File: src/rtl/stream_stage_pkg.sv
// rtl/stream_stage_pkg.sv - shared mode codes, FSM states and token layout for stream stages
package stream_stage_pkg;

    localparam logic [1:0] MODE_PASS = 2'd0;
    localparam logic [1:0] MODE_BFLY = 2'd1;
    localparam logic [1:0] MODE_REV  = 2'd2;

    typedef enum logic {
        RUN   = 1'b0,
        DRAIN = 1'b1
    } state_e;

    // Reference token layout at the default 9-bit lane width; eos flag sits above the data.
    localparam int TOKEN_WIDTH = 9;

    typedef struct packed {
        logic                   e;
        logic [TOKEN_WIDTH-1:0] d;
    } token_t;

endpackage

File: src/rtl/stream_lane_fifo.sv
// rtl/stream_lane_fifo.sv - single-lane output FIFO with occupancy count
module stream_lane_fifo #(
    parameter int WIDTH = 10,
    parameter int DEPTH = 2,
    localparam int CW = $clog2(DEPTH + 1)
) (
    input  logic             clk_i,
    input  logic             rst_ni,
    input  logic             push_i,
    input  logic [WIDTH-1:0] data_i,
    input  logic             pop_i,
    output logic [WIDTH-1:0] data_o,
    output logic [CW-1:0]    count_o,
    output logic             full_o,
    output logic             empty_o
);

    localparam int PW = (DEPTH > 1) ? $clog2(DEPTH) : 1;

    logic [WIDTH-1:0] mem_q [DEPTH];
    logic [PW-1:0]    rd_q, rd_d, wr_q, wr_d;
    logic [CW-1:0]    cnt_q, cnt_d;
    logic             do_push, do_pop;

    function automatic logic [PW-1:0] ptr_next(input logic [PW-1:0] p);
        return (p == PW'(DEPTH - 1)) ? '0 : p + 1'b1;
    endfunction

    assign empty_o = (cnt_q == '0);
    assign full_o  = (cnt_q == CW'(DEPTH));
    assign count_o = cnt_q;
    assign do_push = push_i & ~full_o;
    assign do_pop  = pop_i & ~empty_o;

    // Empty FIFO presents zero so the lane output is clean after reset.
    assign data_o  = empty_o ? '0 : mem_q[rd_q];

    always_comb begin
        rd_d  = do_pop  ? ptr_next(rd_q) : rd_q;
        wr_d  = do_push ? ptr_next(wr_q) : wr_q;
        cnt_d = cnt_q;
        if (do_push && !do_pop) begin
            cnt_d = cnt_q + 1'b1;
        end else if (do_pop && !do_push) begin
            cnt_d = cnt_q - 1'b1;
        end
    end

    always_ff @(posedge clk_i or negedge rst_ni) begin
        if (!rst_ni) begin
            rd_q  <= '0;
            wr_q  <= '0;
            cnt_q <= '0;
        end else begin
            rd_q  <= rd_d;
            wr_q  <= wr_d;
            cnt_q <= cnt_d;
        end
    end

    always_ff @(posedge clk_i) begin
        if (do_push) begin
            mem_q[wr_q] <= data_i;
        end
    end

endmodule

File: src/rtl/stream_butterfly_stage.sv
// rtl/stream_butterfly_stage.sv - all-lane join, mode-selected lane operation, per-lane output FIFOs
module stream_butterfly_stage
    import stream_stage_pkg::*;
#(
    parameter int WIDTH = 9,
    parameter int LANES = 8,
    parameter int DEPTH = 2
) (
    input  logic                   clock,
    input  logic                   reset,
    input  logic [1:0]             mode,
    input  logic [LANES*WIDTH-1:0] in_d,
    input  logic [LANES-1:0]       in_e,
    input  logic [LANES-1:0]       in_v,
    output logic [LANES-1:0]       in_b,
    output logic [LANES*WIDTH-1:0] out_d,
    output logic [LANES-1:0]       out_e,
    output logic [LANES-1:0]       out_v,
    input  logic [LANES-1:0]       out_b,
    output logic                   err
);

    localparam int H  = LANES / 2;
    localparam int CW = $clog2(DEPTH + 1);

    state_e           state_q, state_d;
    logic             active_q, active_d;
    logic [1:0]       mode_q, mode_d;
    logic             err_q, err_d;

    logic [LANES-1:0] full, empty, space_l;
    logic [CW-1:0]    cnt [LANES];
    logic [WIDTH-1:0] x [LANES];
    logic [WIDTH-1:0] y [LANES];
    logic [WIDTH:0]   push_tok [LANES];
    logic [WIDTH:0]   head_tok [LANES];
    logic [1:0]       cur_mode;
    logic             fire, eos_any, eos_all;

    // Reset gates the join so nothing is accepted while reset is held.
    assign fire     = reset & (state_q == RUN) & (&in_v) & (&space_l);
    assign eos_any  = |in_e;
    assign eos_all  = &in_e;
    assign cur_mode = active_q ? mode_q : mode;
    assign in_b     = {LANES{~fire}};
    assign err      = err_q;

    always_comb begin
        for (int i = 0; i < LANES; i++) begin
            x[i]       = in_d[i*WIDTH +: WIDTH];
            space_l[i] = (cnt[i] < CW'(DEPTH));
        end
        y = x;
        case (cur_mode)
            MODE_BFLY: begin
                for (int i = 0; i < H; i++) begin
                    y[i]     = x[i] + x[i+H];
                    y[i + H] = x[i] - x[i+H];
                end
            end
            MODE_REV: begin
                for (int i = 0; i < LANES; i++) begin
                    y[i] = x[LANES-1-i];
                end
            end
            default: y = x;
        endcase
        for (int i = 0; i < LANES; i++) begin
            push_tok[i] = eos_any ? {1'b1, {WIDTH{1'b0}}} : {1'b0, y[i]};
        end
    end

    always_comb begin
        state_d  = state_q;
        active_d = active_q;
        mode_d   = mode_q;
        err_d    = err_q;
        case (state_q)
            RUN: begin
                if (fire) begin
                    if (!active_q) begin
                        mode_d   = mode;
                        active_d = 1'b1;
                    end
                    if (eos_any) begin
                        state_d = DRAIN;
                        if (!eos_all) begin
                            err_d = 1'b1;
                        end
                    end
                end
            end
            DRAIN: begin
                if (&empty) begin
                    state_d  = RUN;
                    active_d = 1'b0;
                end
            end
        endcase
    end

    always_ff @(posedge clock or negedge reset) begin
        if (!reset) begin
            state_q  <= RUN;
            active_q <= 1'b0;
            mode_q   <= MODE_PASS;
            err_q    <= 1'b0;
        end else begin
            state_q  <= state_d;
            active_q <= active_d;
            mode_q   <= mode_d;
            err_q    <= err_d;
        end
    end

    for (genvar g = 0; g < LANES; g++) begin : g_lane
        stream_lane_fifo #(
            .WIDTH (WIDTH + 1),
            .DEPTH (DEPTH)
        ) u_fifo (
            .clk_i   (clock),
            .rst_ni  (reset),
            .push_i  (fire & ~full[g]),
            .data_i  (push_tok[g]),
            .pop_i   (~empty[g] & ~out_b[g]),
            .data_o  (head_tok[g]),
            .count_o (cnt[g]),
            .full_o  (full[g]),
            .empty_o (empty[g])
        );
        assign out_v[g]                 = ~empty[g];
        assign out_e[g]                 = head_tok[g][WIDTH];
        assign out_d[g*WIDTH +: WIDTH]  = head_tok[g][WIDTH-1:0];
    end

endmodule

File: config.mk
export PLATFORM = sky130hd
export DESIGN_NAME = stream_butterfly_stage
export DESIGN_NICKNAME = d
export VERILOG_FILES = /design/src/rtl/stream_stage_pkg.sv /design/src/rtl/stream_lane_fifo.sv /design/src/rtl/stream_butterfly_stage.sv
export SDC_FILE = /design/constraint.sdc
export NUM_CORES = 1
export LEC_CHECK = 0
export ABC_CLOCK_PERIOD_IN_PS = 6800
export CORE_UTILIZATION = 50
export CTS_CLUSTER_SIZE = 28
export DETAILED_ROUTE_END_ITERATION = 10
export PLACE_DENSITY = 0.75
export RECOVER_POWER = 50
export SYNTH_ARGS = -nofsm -noshare
export SYNTH_HDL_FRONTEND = slang
export SYNTH_SLANG_ARGS = --single-unit
File: constraint.sdc
create_clock -name clock -period 6.8 [get_ports clock]
set_clock_uncertainty 0.15 [all_clocks]
set_input_delay 1.7 -clock clock [delete_from_list [all_inputs] [get_ports clock]]
set_output_delay 1.7 -clock clock [all_outputs]
set_load 0.02 [all_outputs]
==> results.cfg <==
[route]
drt-initial-drc-count = 927
postRouteAntennaNets = 0
avgViaCountPerCell = 5.81
vias = 9675
drc = 0
dr.pass1.iters = 7
totalWireLength_mm = 33.2
avgRoutedWirePerCell_um = 19.9

[outcome]
violations = max-capacitance violations, max-slew violations
outcome = complete, but fails checks

[min_path]
hold_path.class = reg -> reg

[sta]
setup_viol = 0
final_max_slew_viol_count = 230
hold_ws_ns = 0.319
relSlewSlack_pct = -98.2
worst_pin_slew_ns = 2.97
fin_crit_sh_pct = 89.2
fmax_mhz = 165
hold_viol_final = 0
setup_ws_ns = 0.731
period_minus_slack_ns = 6.07
rsz0062_at_grt = no
setup_tns_ns = 0

[worst_setup_path]
cp_max_fo = 70
worstPathRequired_ns = 6.63
end_kind = flip-flop
startpoint_type = primary input
critical_path_class = in -> reg
crit_arrival_ns = 5.90

[synthesis]
synthTopCellsByArea = edfxtp_1 38%, dfrtp_1 7.4%, ha_1 7.4%, mux2i_1 6.7%, nor2_1 5.1%
synth_ff_type = edfxtp_1
synthCells = 1186
synth.distinct_cells = 61
ys_ff_latch = 197
async_flop_share_pct = 18.8
synth_common_cells = 171 x nor2_1, 160 x edfxtp_1, 83 x mux2i_1
synth_seq_area_share_pct = 45.9
syn_avg_cell_area_um2 = 10.5
syn_nets = 1368
yosys.area.top_type = edfxtp_1
synth.most_common_cell = nor2_1
ys_warn_count = 0
yosys.area.top_type_share_pct = 38.5
synth_edf_count = 160
syn_area_mm2 = 0.0125

[cells_and_area]
num_antenna_cells = 0
final_cell_area_mm2 = 0.0151
drive_gt1_share_pct = 4.77
areaGrowthSynthToFinish_pct = 20.9
finalNetCount = 1510

[grt]
grt_busiest_layer = met2
grt_use_met2_pct = 40.3
grt_max_degree = 90
antenna_found_initial = 0
grt_usage_pct = 25.7
grt_pass1_vias = 9072
use_met3_pct = 4.75
globalRouteMet1Util_pct = 36.7
grt_pass1_wl_mm = 50.9
overflow = 0

[placement]
pre_cts_ws_ns = 1.15
detailed_place_hpwl_mm = 24.4
place_area_mm2 = 0.0146
routabilityCongestion = 0.896
portBuffers = 196

[die]
fp.dieH_um = 160
die_w_um = 160
num_rows = 57
ioPinCount = 197
coreArea_mm2 = 0.0244
start_util_pct = 51.2
design.die.area_mm2 = 0.0256

[pwr]
ir_drop_v = 0.000234
power.leakage_nw = 5.93
power_density_mw_per_mm2 = 305

[run]
drv_cap = 4

[clock_network]
clock_sinks = 197
clkTransAtPathRegs_ns = 0.07
htreeDepth = 4
cts_root_buf = clkbuf_16
post-cts-setup-buffers = 0
cts_tree = yes
cts_repair_resize_count = 0
clk_latency_ns = 0.43
clock_path_buffers = 2
cts_buffers = 17
postCtsHoldBufs = 0
worst max-delay path: stages:
cell and delay, ns:
dlygate4sd3_1 0.55, nor4_1 0.06, nand2_1 0.65, dlymetal6s4s_1 2.30, nor3_1 0.60
through the flow:
stage	instances	utilization (%)	total power, mW
after detailed placement	1633	59.8	3.67
after global routing	1665	61.9	4.81
after CTS	1665	62.1	4.63
after global placement	1633	59.8	3.65
after floorplan	1186	-	2.78
final	1665	61.9	4.60
routing by layer:
| metal | vias up | wire (µm) |
|---|---|---|
| met4 | 0 | 593 |
| met1 | 4685 | 15100 |
| li1 | 4574 | - |
| met3 | 47 | 2130 |
| met5 | - | 0 |
| met2 | 369 | 15300 |
worst paths after layout:
path | startpoint | endpoint | slack (ns) | cells after the start
max | in_e[5] | g_lane[0].u_fifo.mem_q[0][7]$_DFFE_PP_ | 0.73 | 5
min | err$_DFFE_PN0P_ | err$_DFFE_PN0P_ | 0.32 | 1
max reg2reg | active_q$_DFFE_PN0P_ | g_lane[6].u_fifo.mem_q[1][6]$_DFFE_PP_ | 2.42 | 4
min reg2reg | err$_DFFE_PN0P_ | err$_DFFE_PN0P_ | 0.32 | 1
max in group asynchronous | reset | state_q$_DFF_PN0_ | 3.38 | 2
min in group asynchronous | reset | g_lane[3].u_fifo.rd_q$_DFFE_PN0P_ | 1.91 | 2
report_power, final:
| group | internal [mW] | switching (mW) |
|---|---|---|
| logic | 0.977 | 1.10 |
| registers | 1.36 | 0.196 |
| clock network | 0.504 | 0.459 |
| total | 2.84 | 1.75 |
cell type report:
class | instances | area, µm²
Fill cell | 2006 | 9290
Tap cell | 324 | 405
Multi-Input combinational cell | 830 | 6080
Clock inverter | 12 | 109
Timing Repair Buffer | 202 | 2010
Inverter | 80 | 300
Clock buffer | 20 | 458
Sequential cell | 197 | 5730
registers in the layout, summed over array words and instances, names as in the netlist:
register	cells
g_lane.u_fifo.mem_q	160
active_q	1
mode_q	2
state_q	1
g_lane.u_fifo.rd_q	8
err	1
g_lane.u_fifo.count_o	16
g_lane.u_fifo.wr_q	8
cell usage in the layout (no fill, tap or decap), types with 6 or more instances in the layout:
| cell type | n |
|---|---|
| fa_1 | 8 |
| inv_1 | 75 |
| and4_1 | 8 |
| a22oi_1 | 8 |
| xor2_1 | 26 |
| a21oi_1 | 57 |
| edfxtp_1 | 160 |
| mux2i_1 | 83 |
| nor3_1 | 30 |
| nor2_1 | 171 |
| ha_1 | 73 |
| a211oi_1 | 31 |
| dlygate4sd3_1 | 22 |
| o21ai_0 | 22 |
| nand2b_1 | 25 |
| clkdlybuf4s50_1 | 173 |
| and2_0 | 8 |
| xnor2_1 | 60 |
| a21o_1 | 7 |
| clkbuf_16 | 18 |
| nand3_1 | 6 |
| o211ai_1 | 8 |
| or2_2 | 8 |
| o21a_1 | 7 |
| nand2_1 | 29 |
| nor2b_1 | 33 |
| dfrtp_1 | 37 |
| a221oi_1 | 50 |
logic make-up after synthesis:
kind of cell	share of synthesized area (%)
buf+inv	5.30
mux	6.65
compound gates	14.4
fa+ha+maj	8.70
xor+xnor	6.03
simple gates	13.1
flops	45.9
(Power assumes the default switching activity.)
==> RTL edit: new RTL, config.mk and constraints unchanged <==
Put a register stage on the output `out_v`, without a reset. The value now appears one clock later. The other outputs are not delayed to match.
--- a/src/rtl/stream_butterfly_stage.sv
+++ b/src/rtl/stream_butterfly_stage.sv
@@ -22,6 +22,8 @@
 
     localparam int H  = LANES / 2;
     localparam int CW = $clog2(DEPTH + 1);
+
+    logic [LANES-1:0] out_v_d;
 
     state_e           state_q, state_d;
     logic             active_q, active_d;
@@ -128,10 +130,14 @@
             .full_o  (full[g]),
             .empty_o (empty[g])
         );
-        assign out_v[g]                 = ~empty[g];
+        assign out_v_d[g]                 = ~empty[g];
         assign out_e[g]                 = head_tok[g][WIDTH];
         assign out_d[g*WIDTH +: WIDTH]  = head_tok[g][WIDTH-1:0];
     end
 
+    always_ff @(posedge clock) begin
+        out_v <= out_v_d;
+    end
+
 endmodule
 
Check against the original RTL: not equivalent (Yosys sat finds a counterexample within 4 cycles, from zero or initial values and one cycle with reset low).
==> RTL edit against the unedited design <==
- the run still ends with capacitance limit, slew limit left
- design area is 2.1% higher
- synthesized area is 1.3% higher
- die area is 1.3% higher
- sequential cell count is 8 higher
- final cell count is 1.0% higher
- wire length is 2.8% higher
- fmax is 0.18% lower
- setup slack worse by 0.011 ns
- power is 7.2% higher
- critical path type is now in -> out
- highest routed layer unchanged
==> RTL edit: results (changes against the unedited design) <==
Parameter                              Value

Clock tree
  Largest buffer count on any clock path ... 3 (was 2)
  CTS HTree Levels ... 1 (was 4)
  Clock latency at the later pin of the worst-skew pair ... 0.50 ns (was 0.43 ns)

Global routing
  First-pass GRT wire length ... 52.2 mm (was 50.9 mm)
  All-layer global routing usage ... 0.260 (was 0.257)
  Maximum number of pins on one net before global-route repair ... 73 (was 90)

Yosys
  Count of different cell masters after synthesis ... 62 (was 61)
  Fraction of post-synthesis cell area in the top cell type by area ... 0.380 (was 0.385)
  Most frequent cells after synthesis ... 171 x sky130_fd_sc_hd__nor2_1, 160 x sky130_fd_sc_hd__edfxtp_1, 83 x sky130_fd_sc_hd__mux2i_1 (unchanged)
  Mux cell area share after synthesis ... 0.0657 (was 0.0665)
  Post-Syn Nets ... 1376 (was 1368)
  Proportion of synthesized chip area in sequential cells ... 0.466 (was 0.459)
  Xor and xnor fraction of the mapped netlist area ... 0.0596 (was 0.0603)
  Proportion of synthesized flip-flops having asynchronous set or reset ... 0.180 (was 0.188)
  Post-synthesis compound-gate area fraction ... 0.142 (was 0.144)
  Dominant cells by area after synthesis ... sky130_fd_sc_hd__edfxtp_1 38%, sky130_fd_sc_hd__dfrtp_1 7.3%, sky130_fd_sc_hd__ha_1 7.3% (was sky130_fd_sc_hd__edfxtp_1 38%, sky130_fd_sc_hd__dfrtp_1 7.4%, sky130_fd_sc_hd__ha_1 7.4%)

Detailed routing
  Average wire per cell in the routed design ... 20.3 um (was 19.9 um)
  Mean number of vias per cell ... 5.84 (was 5.81)

Power
  Max VDD drop ... 0.203 mV (was 0.234 mV)
  Static Leak ... 6.05 nW (was 5.93 nW)
  Sw power ... 1.78 mW (was 1.75 mW)

Timing
  Max-slew headroom at the worst pin ... -0.808 (was -0.982)
  Pins over their slew limit ... 266 (was 230)

Run status
  Result of the run ... finished, violations left (unchanged)
  Violations in the final reports ... capacitance limit, slew limit (unchanged)

Placement
  Final estimated routing congestion in global placement ... 0.911 (was 0.896)
  Sum of net half-perimeters after detailed placement ... 25.1 mm (was 24.4 mm)

Finish
  Number of nets at the end of the flow ... 1524 (was 1510)
  Fill cell count ... 1985 (was 2006)

Job
  Max-cap viol count ... 5 (was 4)

Worst hold path
  Number of cells on the worst hold path ... 2 (was 1)

Worst setup path
  Data arrival, critical path ... 4.23 ns (was 5.90 ns)
==> RTL edit: per-stage QoR <==
stage / hold slack (ns) / setup WS [ns] / cells
final: 0.333 / 0.720 / 1682
after global routing: 0.363 / 0.595 / 1682
after CTS: 0.339 / 1.14 / 1682
after detailed placement: 0.326 / 1.15 / 1642
after global placement: 0.317 / 1.25 / 1642
after floorplan: 0.305 / 2.14 / 1194
==> RTL edit: power groups by stage <==
stage          logic, mW  clock network, mW  registers, mW
6_report            2.08               1.21           1.64
4_1_cts             2.10               1.23           1.64
5_1_grt             2.21               1.28           1.66
2_1_floorplan       1.29                  0           1.56
3_3_place_gp        2.06                  0           1.66
3_5_place_dp        2.09                  0           1.67
==> RTL edit: logic make-up after synthesis <==
kind of cell | count (synthesis)
buffers and inverters | 159
adders and majority gates | 82
xor gates and xnor gates | 86
muxes | 83
DFF | 205
AOI/OAI and AO/OA | 240
and+or+nand+nor | 339
==> RTL edit: final cells by class <==
cell class | count | area, um2 | area share
Clock inverter | 11 | 131 | 0.00852
Sequential cell | 205 | 5890 | 0.382
Tap cell | 324 | 405 | 0.0263
Timing Repair Buffer | 203 | 2000 | 0.130
Inverter | 80 | 300 | 0.0195
Multi-Input combinational cell | 830 | 6090 | 0.395
Clock buffer | 29 | 598 | 0.0388
==> RTL edit: critical path, stage by stage <==
cell and delay (ns):
sky130_fd_sc_hd__dlygate4sd3_1 0.53, sky130_fd_sc_hd__nand4_1 0.11, sky130_fd_sc_hd__nor4_1 0.67, sky130_fd_sc_hd__and4_1 0.34, sky130_fd_sc_hd__inv_2 0.23, sky130_fd_sc_hd__clkdlybuf4s50_1 0.63
==> RTL edit: path summary, 6_finish.rpt <==
check                                       from                                       to  slack (ns)
max                                      in_v[2]                                  in_b[2]        0.72
min                        mode_q[1]$_DFFE_PN0P_                    mode_q[1]$_DFFE_PN0P_        0.33
max reg2reg                 active_q$_DFFE_PN0P_   g_lane[2].u_fifo.mem_q[1][5]$_DFFE_PP_        2.41
min reg2reg                mode_q[1]$_DFFE_PN0P_                    mode_q[1]$_DFFE_PN0P_        0.33
max in group asynchronous                  reset  g_lane[5].u_fifo.count_o[0]$_DFFE_PN0P_        3.49
min in group asynchronous                  reset        g_lane[3].u_fifo.wr_q$_DFFE_PN0P_        1.84
==> RTL edit: metal layers <==
metal / wire [um] / track usage / vias up
met5: 0 / 0 / -
met4: 906 / 0.0815 / 0
met3: 2000 / 0.0257 / 64
met2: 15800 / 0.418 / 380
met1: 15400 / 0.372 / 4772
li1: - / - / 4604
